--- src/rtl/onehot_decode_sequencer.sv ---
// Registered N-to-2^N one-hot decoder with a start/busy/done handshake.
// Drives either one timed strobe or a full wrap-around scan with programmable dwell.
module onehot_decode_sequencer #(
    parameter int SEL_W   = 3,
    parameter int DWELL_W = 4
) (
    input  logic                  clk,
    input  logic                  reset,
    input  logic                  enable,
    input  logic                  start,
    input  logic                  mode,
    input  logic [SEL_W-1:0]      sel,
    input  logic [DWELL_W-1:0]    dwell,
    output logic [2**SEL_W-1:0]   y,
    output logic [SEL_W-1:0]      index,
    output logic                  busy,
    output logic                  done
);

    localparam int OUT_N = 1 << SEL_W;

    typedef enum logic {
        IDLE,
        ACTIVE
    } state_e;

    state_e               state_q, state_d;
    logic                 mode_q, mode_d;
    logic [DWELL_W-1:0]   dwell_q, dwell_d;
    logic [DWELL_W-1:0]   dcnt_q, dcnt_d;
    logic [SEL_W-1:0]     scnt_q, scnt_d;
    logic [SEL_W-1:0]     idx_q, idx_d;
    logic [OUT_N-1:0]     y_q, y_d;
    logic                 busy_q, busy_d;
    logic                 done_q, done_d;

    function automatic logic [OUT_N-1:0] onehot(input logic [SEL_W-1:0] i);
        logic [OUT_N-1:0] v;
        v    = '0;
        v[i] = 1'b1;
        return v;
    endfunction

    always_ff @(posedge clk) begin
        if (reset) begin
            state_q <= IDLE;
            mode_q  <= 1'b0;
            dwell_q <= '0;
            dcnt_q  <= '0;
            scnt_q  <= '0;
            idx_q   <= '0;
            y_q     <= '0;
            busy_q  <= 1'b0;
            done_q  <= 1'b0;
        end else begin
            state_q <= state_d;
            mode_q  <= mode_d;
            dwell_q <= dwell_d;
            dcnt_q  <= dcnt_d;
            scnt_q  <= scnt_d;
            idx_q   <= idx_d;
            y_q     <= y_d;
            busy_q  <= busy_d;
            done_q  <= done_d;
        end
    end

    always_comb begin
        state_d = state_q;
        mode_d  = mode_q;
        dwell_d = dwell_q;
        dcnt_d  = dcnt_q;
        scnt_d  = scnt_q;
        idx_d   = idx_q;
        y_d     = y_q;
        busy_d  = busy_q;
        done_d  = 1'b0;

        case (state_q)
            IDLE: begin
                y_d    = '0;
                busy_d = 1'b0;
                if (enable && start) begin
                    state_d = ACTIVE;
                    mode_d  = mode;
                    dwell_d = dwell;
                    idx_d   = sel;
                    dcnt_d  = '0;
                    scnt_d  = '0;
                    y_d     = onehot(sel);
                    busy_d  = 1'b1;
                end
            end
            ACTIVE: begin
                if (!enable) begin
                    // Blanked cycles freeze everything and do not consume dwell.
                    y_d = '0;
                end else begin
                    y_d = onehot(idx_q);
                    if (dcnt_q != dwell_q) begin
                        dcnt_d = dcnt_q + 1'b1;
                    end else if (!mode_q || scnt_q == '1) begin
                        state_d = IDLE;
                        y_d     = '0;
                        busy_d  = 1'b0;
                        done_d  = 1'b1;
                    end else begin
                        idx_d  = idx_q + 1'b1;
                        scnt_d = scnt_q + 1'b1;
                        dcnt_d = '0;
                        y_d    = onehot(idx_q + 1'b1);
                    end
                end
            end
            default: begin
                state_d = IDLE;
            end
        endcase
    end

    assign y     = y_q;
    assign index = idx_q;
    assign busy  = busy_q;
    assign done  = done_q;

endmodule
--- config.mk ---
export PLATFORM = sky130hd
export DESIGN_NAME = onehot_decode_sequencer
export DESIGN_NICKNAME = d
export VERILOG_FILES = /design/src/rtl/onehot_decode_sequencer.sv
export SDC_FILE = /design/constraint.sdc
export NUM_CORES = 1
export LEC_CHECK = 0
export ABC_AREA = 1
export CELL_PAD_IN_SITES_DETAIL_PLACEMENT = 1
export CELL_PAD_IN_SITES_GLOBAL_PLACEMENT = 1
export CORE_ASPECT_RATIO = 0.75
export CORE_MARGIN = 2
export CORE_UTILIZATION = 34
export CTS_BUF_LIST = sky130_fd_sc_hd__clkbuf_4 sky130_fd_sc_hd__clkbuf_8 sky130_fd_sc_hd__clkbuf_16
export DETAILED_ROUTE_END_ITERATION = 6
export PLACE_DENSITY = 0.75
export SLEW_MARGIN = 20
export SYNTH_ARGS = -nofsm -noshare
export SYNTH_HDL_FRONTEND = slang
export SYNTH_SLANG_ARGS = --single-unit
--- constraint.sdc ---
create_clock -name clk -period 1.5 [get_ports clk]
set_input_delay 0.225 -clock clk [delete_from_list [all_inputs] [get_ports clk]]
set_output_delay 0.225 -clock clk [all_outputs]
set_load 0.03 [all_outputs]
Word level (Yosys, flattened, before mapping)
Index checks and enable logic that the tools add are counted.
{"block": "classes", "add_sub_neg": 3, "n_eq_ne": 8, "reduce_logical": 11, "bitwise": 2, "n_mux": 36, "n_lt_le_gt_ge": 6}
{"cell": "8-bit 2-to-1 mux", "n": 4}
{"cell": "3-bit 2-to-1 mux", "n": 8}
{"cell": "4-bit 2-to-1 mux", "n": 4}
{"cell": "8-bit one-hot mux with 2 select lines", "n": 1}
{"cell": "3-bit by 4-bit less-than comparator with 1-bit output (second input constant)", "n": 3}
{"cell": "3-bit one-hot mux with 2 select lines", "n": 2}
{"cell": "1-bit 2-to-1 mux", "n": 11}
{"cell": "1-bit demux with 3-bit select", "n": 3}
{"cell": "3-bit by 1-bit greater-or-equal comparator with 1-bit output (second input constant)", "n": 3}
{"cell": "2-bit != test (second input constant)", "n": 4}
{"cell": "4-bit one-hot mux with 2 select lines", "n": 1}
{"cell": "3-bit by 1-bit adder with 3-bit output (second input constant)", "n": 2}
{"cell": "3-bit AND reduction", "n": 2}
{"cell": "4-bit by 1-bit adder with 4-bit output (second input constant)", "n": 1}
{"cell": "1-bit logical AND", "n": 4}
{"cell": "4-bit != test", "n": 1}
{"cell": "1-bit one-hot mux with 2 select lines", "n": 2}
{"cell": "4-bit AND reduction", "n": 1}
{"cell": "4-bit OR reduction", "n": 1}
{"cell": "3-bit == test (second input constant)", "n": 1}
{"cell": "3-bit != test (second input constant)", "n": 1}
{"cell": "2-bit by 1-bit != test with 1-bit output (second input constant)", "n": 1}
{"cell": "1-bit NOT", "n": 2}
{"cell": "2-bit AND reduction", "n": 1}
{"cell": "2 further kinds", "n": 2}
{"block": "totals", "elab_cells": 75, "register_bits": 26, "inputBits": 12}

Depth between registers and ports, before layout
Gate-level depths: netlist of the first run.
{"block": "logic_depth", "ltp_word": 9, "depth_mapped": 11, "mapped_depth_nobuf": 11}

Least setup slack after synthesis of the first run
Ideal clock, no wire load.
{"block": "synth_timing", "path_type": "register to register", "from": "reg idx_q[1], in the netlist index[1]", "to": "reg y_q[4], in the netlist y[4]", "arrival_ns": 1.409, "setup_ns": 0.070, "t_required_ns": 1.430, "path_buffers": 0, "path_stages_with_launch": 10, "setup_slack_ns": 0.021, "cell_sequence": "dfxtp_1 > ha_1 > inv_1 > nand2_1 > nand2_1 > nor2_1 > nand2_1 > nand3_1 > nand3_1 > a21oi_1"}
{"block": "synth_via", "elab_chain_cells": 9, "elab_cells_between_ends": 15, "cone_classes": "add/sub (1); order compare (4); mux (8); reduce/logical (2)"}
{"item": "start, declared", "line": "32", "rtl": "logic [SEL_W-1:0] idx_q, idx_d;"}
{"item": "start signal, assigned", "line": "61", "rtl": "idx_q <= idx_d;"}
{"item": "3-bit by 1-bit adder with 3-bit output", "line": "111", "rtl": "y_d = onehot(idx_q + 1'b1);"}
{"item": "3-bit by 4-bit less-than comparator with 1-bit output (implied by the code) / 3-bit by 1-bit greater-or-equal comparator with 1-bit output (equally long branches)", "line": "40", "rtl": "v[i] = 1'b1;"}
{"item": "1-bit logical AND (implied by the code)", "line": "40"}
{"item": "1-bit 2-to-1 mux (implied by the code)", "line": "40"}
{"item": "1-bit demux with 3-bit select", "line": "40"}
{"item": "8-bit 2-to-1 mux", "line": "102", "rtl": "end else if (!mode_q || scnt_q == '1) begin"}
{"item": "8-bit 2-to-1 mux *", "line": "100", "rtl": "if (dcnt_q != dwell_q) begin"}
{"item": "8-bit 2-to-1 mux *", "line": "95", "rtl": "if (!enable) begin"}
{"item": "8-bit one-hot mux with 2 select lines *", "line": "79", "rtl": "case (state_q)"}
{"item": "end signal, assigned", "line": "62", "rtl": "y_q <= y_d;"}
{"item": "end, declared", "line": "33", "rtl": "logic [OUT_N-1:0] y_q, y_d;"}
Every way passes the cells marked *; elsewhere a longest branch is shown, timed or not.
A chain may end at the register's enable or synchronous reset.

Worst setup path in the final report of the first run
{"block": "layout_timing", "from": "reg scnt_q[0]", "to": "reg y_q[6], in the netlist y[6]"}
{"block": "layout_via", "elab_chain_cells": 6}
{"item": "start, declared", "line": "31", "rtl": "logic [SEL_W-1:0] scnt_q, scnt_d;"}
{"item": "start signal, assigned", "line": "60", "rtl": "scnt_q <= scnt_d;"}
{"item": "3-bit == test", "line": "102"}
{"item": "1-bit logical OR", "line": "102"}
{"item": "8-bit 2-to-1 mux", "line": "102"}
{"item": "8-bit 2-to-1 mux", "line": "100"}
{"item": "8-bit 2-to-1 mux", "line": "95"}
{"item": "8-bit one-hot mux with 2 select lines", "line": "79"}
Every way passes these cells.

==> results of run 1 <==
-- per-layer routing --
layer | vias to the layer above | GRT usage (%) | share of wire, %
li1 | 808 | - | -
met1 | 747 | 24.7 | 50
met2 | 28 | 30.4 | 45
met3 | 2 | 3.28 | 4.2
met4 | 0 | 1.81 | 0.30
met5 | - | 0 | 0
-- repair_timing --
action                                  in CTS  in global routing
pin swaps                                    1                  7
endpoints found under the setup margin      23                 23
hold buffers                                 0                  0
hold endpoints to repair                     0                  0
gates resized for setup                     12                 29
-- stage by stage --
| stage | setup slack (ps) | instance area [um2] | hold slack [ps] | instances | util, % |
|---|---|---|---|---|---|
| after detailed placement | -154 | 1960 | 472 | 315 | 43.4 |
| after floorplan | 20.8 | 1610 | 389 | 230 | - |
| after global routing | -97.0 | 2160 | 512 | 319 | 47.8 |
| final | -15.2 | 2160 | 489 | 319 | 47.8 |
| after CTS | -5.04 | 2050 | 488 | 319 | 45.3 |
| after global placement | -129 | 1960 | 462 | 315 | 43.4 |
-- power by group through the flow --
stage               Sequential [mW]  Combinational [mW]  Clock, mW
finish                        0.757               0.620      0.591
global route                  0.764               0.681      0.641
CTS                           0.753               0.584      0.612
detailed placement            0.769               0.568          0
global placement              0.769               0.560          0
floorplan                     0.792               0.380          0
-- state kept, by name, summed over array words and instances (netlist names) --
signal	count
y	8
dcnt_q	4
dwell_q	4
index	3
scnt_q	3
busy	1
done	1
mode_q	1
state_q	1
-- Yosys cell counts, types with 2 or more instances --
master	instances
sky130_fd_sc_hd__ha_1	4
sky130_fd_sc_hd__nand4_1	3
sky130_fd_sc_hd__nor2_1	14
sky130_fd_sc_hd__nand2_8	2
sky130_fd_sc_hd__inv_2	5
sky130_fd_sc_hd__a21oi_1	21
sky130_fd_sc_hd__nand3_1	38
sky130_fd_sc_hd__nand2_2	8
sky130_fd_sc_hd__inv_1	21
sky130_fd_sc_hd__o21ai_0	8
sky130_fd_sc_hd__a21oi_2	2
sky130_fd_sc_hd__dfxtp_1	26
sky130_fd_sc_hd__clkbuf_1	2
sky130_fd_sc_hd__nand2_4	4
sky130_fd_sc_hd__nor2_4	4
sky130_fd_sc_hd__buf_6	4
sky130_fd_sc_hd__nand2_1	52
sky130_fd_sc_hd__nor2_2	3
-- path summary, 6_finish.rpt --
path                                               from                 endpoint  cells after the start
worst max-delay path             scnt_q[0]$_SDFFE_PP0P_          y[6]$_SDFF_PP0_                      9
worst max register to register   scnt_q[0]$_SDFFE_PP0P_          y[6]$_SDFF_PP0_                      9
worst min register to register  dwell_q[1]$_SDFFE_PP0P_  dwell_q[1]$_SDFFE_PP0P_                      2
worst min-delay path            dwell_q[1]$_SDFFE_PP0P_  dwell_q[1]$_SDFFE_PP0P_                      2
-- critical path, cell delays in order (launching register included) --
cell	delay, ps
sky130_fd_sc_hd__dfxtp_2	350
sky130_fd_sc_hd__ha_4	170
sky130_fd_sc_hd__ha_4	160
sky130_fd_sc_hd__nor2_4	200
sky130_fd_sc_hd__inv_4	80
sky130_fd_sc_hd__nor2_4	130
sky130_fd_sc_hd__nand2_1	70
sky130_fd_sc_hd__nand3_1	70
sky130_fd_sc_hd__nand3_1	110
sky130_fd_sc_hd__a21oi_2	130
-- final cells by class --
class                           count  area, um2  area share, %
Multi-Input combinational cell    168       1020           47.4
Sequential cell                    26        523           24.2
Timing Repair Buffer               36        352           16.3
Inverter                           28        120           5.56
Tap cell                           57       71.3           3.30
Clock buffer                        3       41.3           1.91
Clock inverter                      1       30.0           1.39
-- cell families after synthesis --
family | Yosys count
AOI/OAI and AO/OA | 33
adders and majority gates | 4
DFF | 26
buffers and inverters | 36
and+or+nand+nor | 131
==> impl_metrics.tcl, run 1 <==
set metrics [dict create \
    outcome "complete, but fails checks" \
    violations_in_the_final_reports "negative setup slack" \
    synth.mux.area_fraction_pct 0 \
    fillerInstances 579 \
    net-switching-power_mw 0.655 \
    avgSynthCellArea_um2 7.02 \
    setup_violations 2 \
    starting_density_of_the_core_pct 35.7 \
    final.setup.worst_slack_ps -15.2 \
    floorplan.die.height_um 63.7 \
    drt-total-wl_um 4660 \
    syn_area_um2 1610 \
    drtAntennaViolNets 0 \
    dominantRegCellSynth "sky130_fd_sc_hd__dfxtp_1" \
    critPathLaunchType "flop" \
    p_int_mw 1.31 \
    shortest_period_the_worst_path_allows_ps 1520 \
    post-cts-setup-buffer-count 0 \
    initial_antenna_violation_count 0 \
    design.core.area_um2 4520 \
    final_common_cell "sky130_fd_sc_hd__nand2_1" \
    gp_congestion 0.809 \
    placement_rows 21 \
    asyncSetResetFlopFracSynth_pct 0 \
    place.port_buffers 24 \
    grt_start_max_net_pins 16 \
    synthesis.instances 230 \
    relative_slew_margins_pct 75.6 \
    synth_sequential_area_ratio_pct 32.2 \
    reg_to_reg_setup_timing_slack_ps -20 \
    die_w_um 83.6 \
    antenna_cells 0 \
    yosys_warnings 0 \
    cts_tree "done" \
    drive_gt1_share_pct 25.2 \
    final_nets 279 \
    worst_clock_skew_ps 6.07 \
    rsz0062_at_grt "yes" \
    gr-total-overflow 0 \
    clock_root_buffer_master "sky130_fd_sc_hd__clkbuf_8" \
    report.final.slew_viol_count 0 \
    achievable-frequency_mhz 660 \
    timing.final.crit_share_pct 101 \
    cts.reportedPaths.clkPinSlew_ps 100 \
    drv.max_cap_violation_count 0 \
    pwr-share-clk_pct 30.0 \
    avgViaCountPerCell 4.97 \
    least_margin_pin_slew_ps 364 \
    synth_enable_flop_cells 0 \
    power.share.switching_pct 33.3 \
    cp_data_arrival_time_ps 1730 \
    postSynthRegisterBits 26 \
    synthesized_nets 246 \
    clock_insertion_delay_worst_skew_ps 270 \
    most_frequent_cells_in_the_layout "sky130_fd_sc_hd__nand2_1, sky130_fd_sc_hd__nand3_1, sky130_fd_sc_hd__dfxtp_1" \
    post_synth_num_cell_types 27 \
    accumulated_negative_setup_slack_ps -19.5 \
    cp_max_fo 4 \
    die_area_um2 5320 \
    synthDominantAreaCellType "sky130_fd_sc_hd__dfxtp_1" \
    power.combinational.fraction_pct 31.5 \
    cts.path.max_buffers 2 \
    cts_num_sinks 26 \
    grt_first_pass_wirelength_um 7750 \
    drt-initial-drc-count 61 \
    vdd_drop_max_uv 441 \
    wire_per_inst_um 14.6 \
    power.total_mw 1.97 \
    worst_hold_path_type "flop to flop" \
    p_seq_share_pct 38.5 \
    area_growth_pct 34.0 \
    synth.area.top_cells "sky130_fd_sc_hd__dfxtp_1, sky130_fd_sc_hd__nand2_1, sky130_fd_sc_hd__nand3_1" \
    timing_hold_violations_final 0 \
    kind_of_end_point_of_the_critical_path "flop" \
    post_synth_fa_ha_maj_area_fraction_pct 3.10 \
    dpl.hpwl_um 3430 \
    cts.htree.levels 1 \
    dr_total_vias 1585 \
    synth_top_area_share_pct 32.2 \
    synth_compound_gate_area_share_pct 10.9 \
    synth_xor_area_share_pct 0 \
    cp.required_ps 1720 \
    grt.total_usage_pct 17.9 \
    power.density_cell_area_nw_per_um2 910 \
    route.detailed.drc 0 \
    synth_top_family_by_area "simple AND/OR/NAND/NOR gates" \
    synth-simple-area-share_pct 43.3 \
    drt_pass1_iterations 4 \
    floorplan.io_pins 25 \
    clock_buffer_count_from_cts 3 \
    first_global_vias 1600 \
    leakagePower_nw 1.00 \
    criticalPathCategory "flop to flop" \
]
No activity file was read; power rests on OpenSTA's default activity.
==> run 2: changes to the inputs <==
--- a/config.mk
+++ b/config.mk
@@ -9,7 +9,6 @@
 export CELL_PAD_IN_SITES_DETAIL_PLACEMENT = 1
 export CELL_PAD_IN_SITES_GLOBAL_PLACEMENT = 1
 export CORE_ASPECT_RATIO = 0.75
-export CORE_MARGIN = 2
 export CORE_UTILIZATION = 34
 export CTS_BUF_LIST = sky130_fd_sc_hd__clkbuf_4 sky130_fd_sc_hd__clkbuf_8 sky130_fd_sc_hd__clkbuf_16
 export DETAILED_ROUTE_END_ITERATION = 6
==> run 2 against run 1 <==
  * Flip-flop and latch count unchanged
  * Clock power is 3% lower
  * Fmax grew 2.1%
  * Highest routed layer unchanged
  * Critical path type unchanged
  * Via count decreased by 2.8%
  * Final area is 0.12% lower
  * Non-clock buffer count stayed put
  * The flow now finishes without violations
  * Sequential share of layout area is essentially flat
  * Register-to-register slack improved by 30 ps
  * First-iteration DRC count is 6.6% lower
  * Combinational power down 2%
  * Largest power group unchanged
  * Largest cell class unchanged
  * Core utilization is 0.055 points lower
  * Critical path depth unchanged
==> impl_metrics.tcl, run 2 (same netlist as run 1, synthesis figures left out) <==
set metrics [dict create \
    area_growth_pct 33.8 \
    drtAntennaViolNets 0 \
    antenna_cells 0 \
    largest_register_ff_count 8 \
    dpl.hpwl_um 3350 \
    fin_worst_hold_slack_ps 479 \
    drv.max_cap_violation_count 0 \
    floorplan.die.height_um 61.7 \
    timing.critical_path.buf_inv 1 \
    kind_of_end_point_of_the_critical_path "flop" \
    cts.reportedPaths.clkPinSlew_ps 90 \
    power.total_mw 1.94 \
    report.final.slew_viol_count 0 \
    leakagePower_nw 1.00 \
    timing.final.crit_share_pct 98.9 \
    critPathTopFamily "simple AND/OR/NAND/NOR gates" \
    starting_density_of_the_core_pct 35.7 \
    gp_congestion 0.828 \
    final_nets 279 \
    achievable-frequency_mhz 674 \
    cts.htree.levels 1 \
    power.density_cell_area_nw_per_um2 900 \
    setup_violations 0 \
    place.port_buffers 24 \
    die_w_um 81.6 \
    cp_data_arrival_time_ps 1700 \
    least_margin_pin_slew_ps 331 \
    avgViaCountPerCell 4.83 \
    rsz0062_at_grt "yes" \
    grt.total_usage_pct 18.6 \
    post_cts_hold_buffer_count 0 \
    post-cts-setup-buffer-count 0 \
    timing.critical_path.cells "ha_4 -> ha_4 -> nor2_4 -> inv_4 -> nor2_4 -> nand2_1 -> nand3_1 -> nand3_2 -> a21oi_2" \
    relative_slew_margins_pct 77.9 \
    cts_tree "done" \
    drt_pass1_iterations 4 \
    timing_hold_violations_final 0 \
    clock_buffer_count_from_cts 3 \
    placement_rows 21 \
    cp.required_ps 1710 \
    die_area_um2 5030 \
    most_frequent_cells_in_the_layout "sky130_fd_sc_hd__nand2_1, sky130_fd_sc_hd__nand3_1, sky130_fd_sc_hd__dfxtp_1" \
    slowest_delay_ps 350 \
    cts.path.max_buffers 2 \
    drt-total-wl_um 4420 \
    wire_per_inst_um 13.8 \
    shortest_period_the_worst_path_allows_ps 1480 \
    critical-path-slowest-cell "sky130_fd_sc_hd__dfxtp_2" \
    design.core.area_um2 4520 \
    vdd_drop_max_uv 380 \
    grt_first_pass_wirelength_um 6960 \
    criticalPathCategory "flop to flop" \
    clock_insertion_delay_worst_skew_ps 270 \
    outcome "finished, final reports clean" \
    timing.hold.worst.start "dwell_q[1]$_SDFFE_PP0P_" \
    grt_start_max_net_pins 16 \
    cts_num_sinks 26 \
    first_global_vias 1451 \
    cp_max_fo 4 \
    dr_total_vias 1541 \
    setup.worst_path.start "scnt_q[1]$_SDFFE_PP0P_" \
    reg2reg_from "scnt_q[1]$_SDFFE_PP0P_" \
    route.detailed.drc 0 \
    initial_antenna_violation_count 0 \
    drt-initial-drc-count 57 \
    final_common_cell "sky130_fd_sc_hd__nand2_1" \
    floorplan.io_pins 25 \
    drive_gt1_share_pct 25.6 \
    clock_root_buffer_master "sky130_fd_sc_hd__clkbuf_8" \
    worst_clock_skew_ps 6.24 \
    gr-total-overflow 0 \
    worst_hold_path_type "flop to flop" \
    critPathLaunchType "flop" \
]
[run 2: through the flow]
stage	setup slack, ps	util (%)	cells	setup TNS (ps)	instance area (um2)
global route	-61.3	47.8	319	-333	2160
global placement	-162	43.2	315	-1610	1950
CTS	-11.3	45.4	319	-24.9	2050
finish	16.6	47.8	319	0	2160
floorplan	20.8	-	230	0	1610
detailed placement	-169	43.2	315	-2040	1950
[run 2: worst reg2reg max path, cell delays in order (launching register included)]
cell                      delay (ps)
sky130_fd_sc_hd__dfxtp_2         350
sky130_fd_sc_hd__ha_4            160
sky130_fd_sc_hd__ha_4            150
sky130_fd_sc_hd__nor2_4          200
sky130_fd_sc_hd__inv_4            70
sky130_fd_sc_hd__nor2_4          130
sky130_fd_sc_hd__nand2_1          80
sky130_fd_sc_hd__nand3_1          90
sky130_fd_sc_hd__nand3_2          80
sky130_fd_sc_hd__a21oi_2         130
[run 2: final cells by class]
class / count / area (um2)
clock buffer: 3 / 41.3
clock inverter: 1 / 30.0
fill: 589 / 2360
inverter: 28 / 115
multi-input combinational: 168 / 1040
sequential: 26 / 523
tap: 57 / 71.3
timing repair buffer: 36 / 340
[run 2: final timing paths]
kind | slack, ps | endpoint | cells past startpoint
worst max-delay path | 20 | y[6]$_SDFF_PP0_ | 9
worst min register to register | 480 | dwell_q[1]$_SDFFE_PP0P_ | 2
worst min-delay path | 480 | dwell_q[1]$_SDFFE_PP0P_ | 2
worst max register to register | 20 | y[6]$_SDFF_PP0_ | 9
[run 2: report_power, final]
part	internal, mW	switching, mW	total (mW)	leakage [nW]
Combinational	0.222	0.386	0.608	0.756
Sequential	0.729	0.0309	0.760	0.213
Clock	0.357	0.220	0.576	0.0357
[run 2: repair_timing]
item,in CTS,in global routing
pin swaps,3,9
endpoints found under the setup margin,25,21
gates resized for setup,16,28
endpoints found under the hold margin,0,0
[run 2: layer usage]
metal / vias up / GRT usage (%) / share of wire (%)
met5: - / 0 / 0
met2: 22 / 28.2 / 42
met4: 0 / 2.30 / 0.54
met1: 712 / 27.6 / 54
li1: 805 / - / -
met3: 2 / 3.56 / 2.7
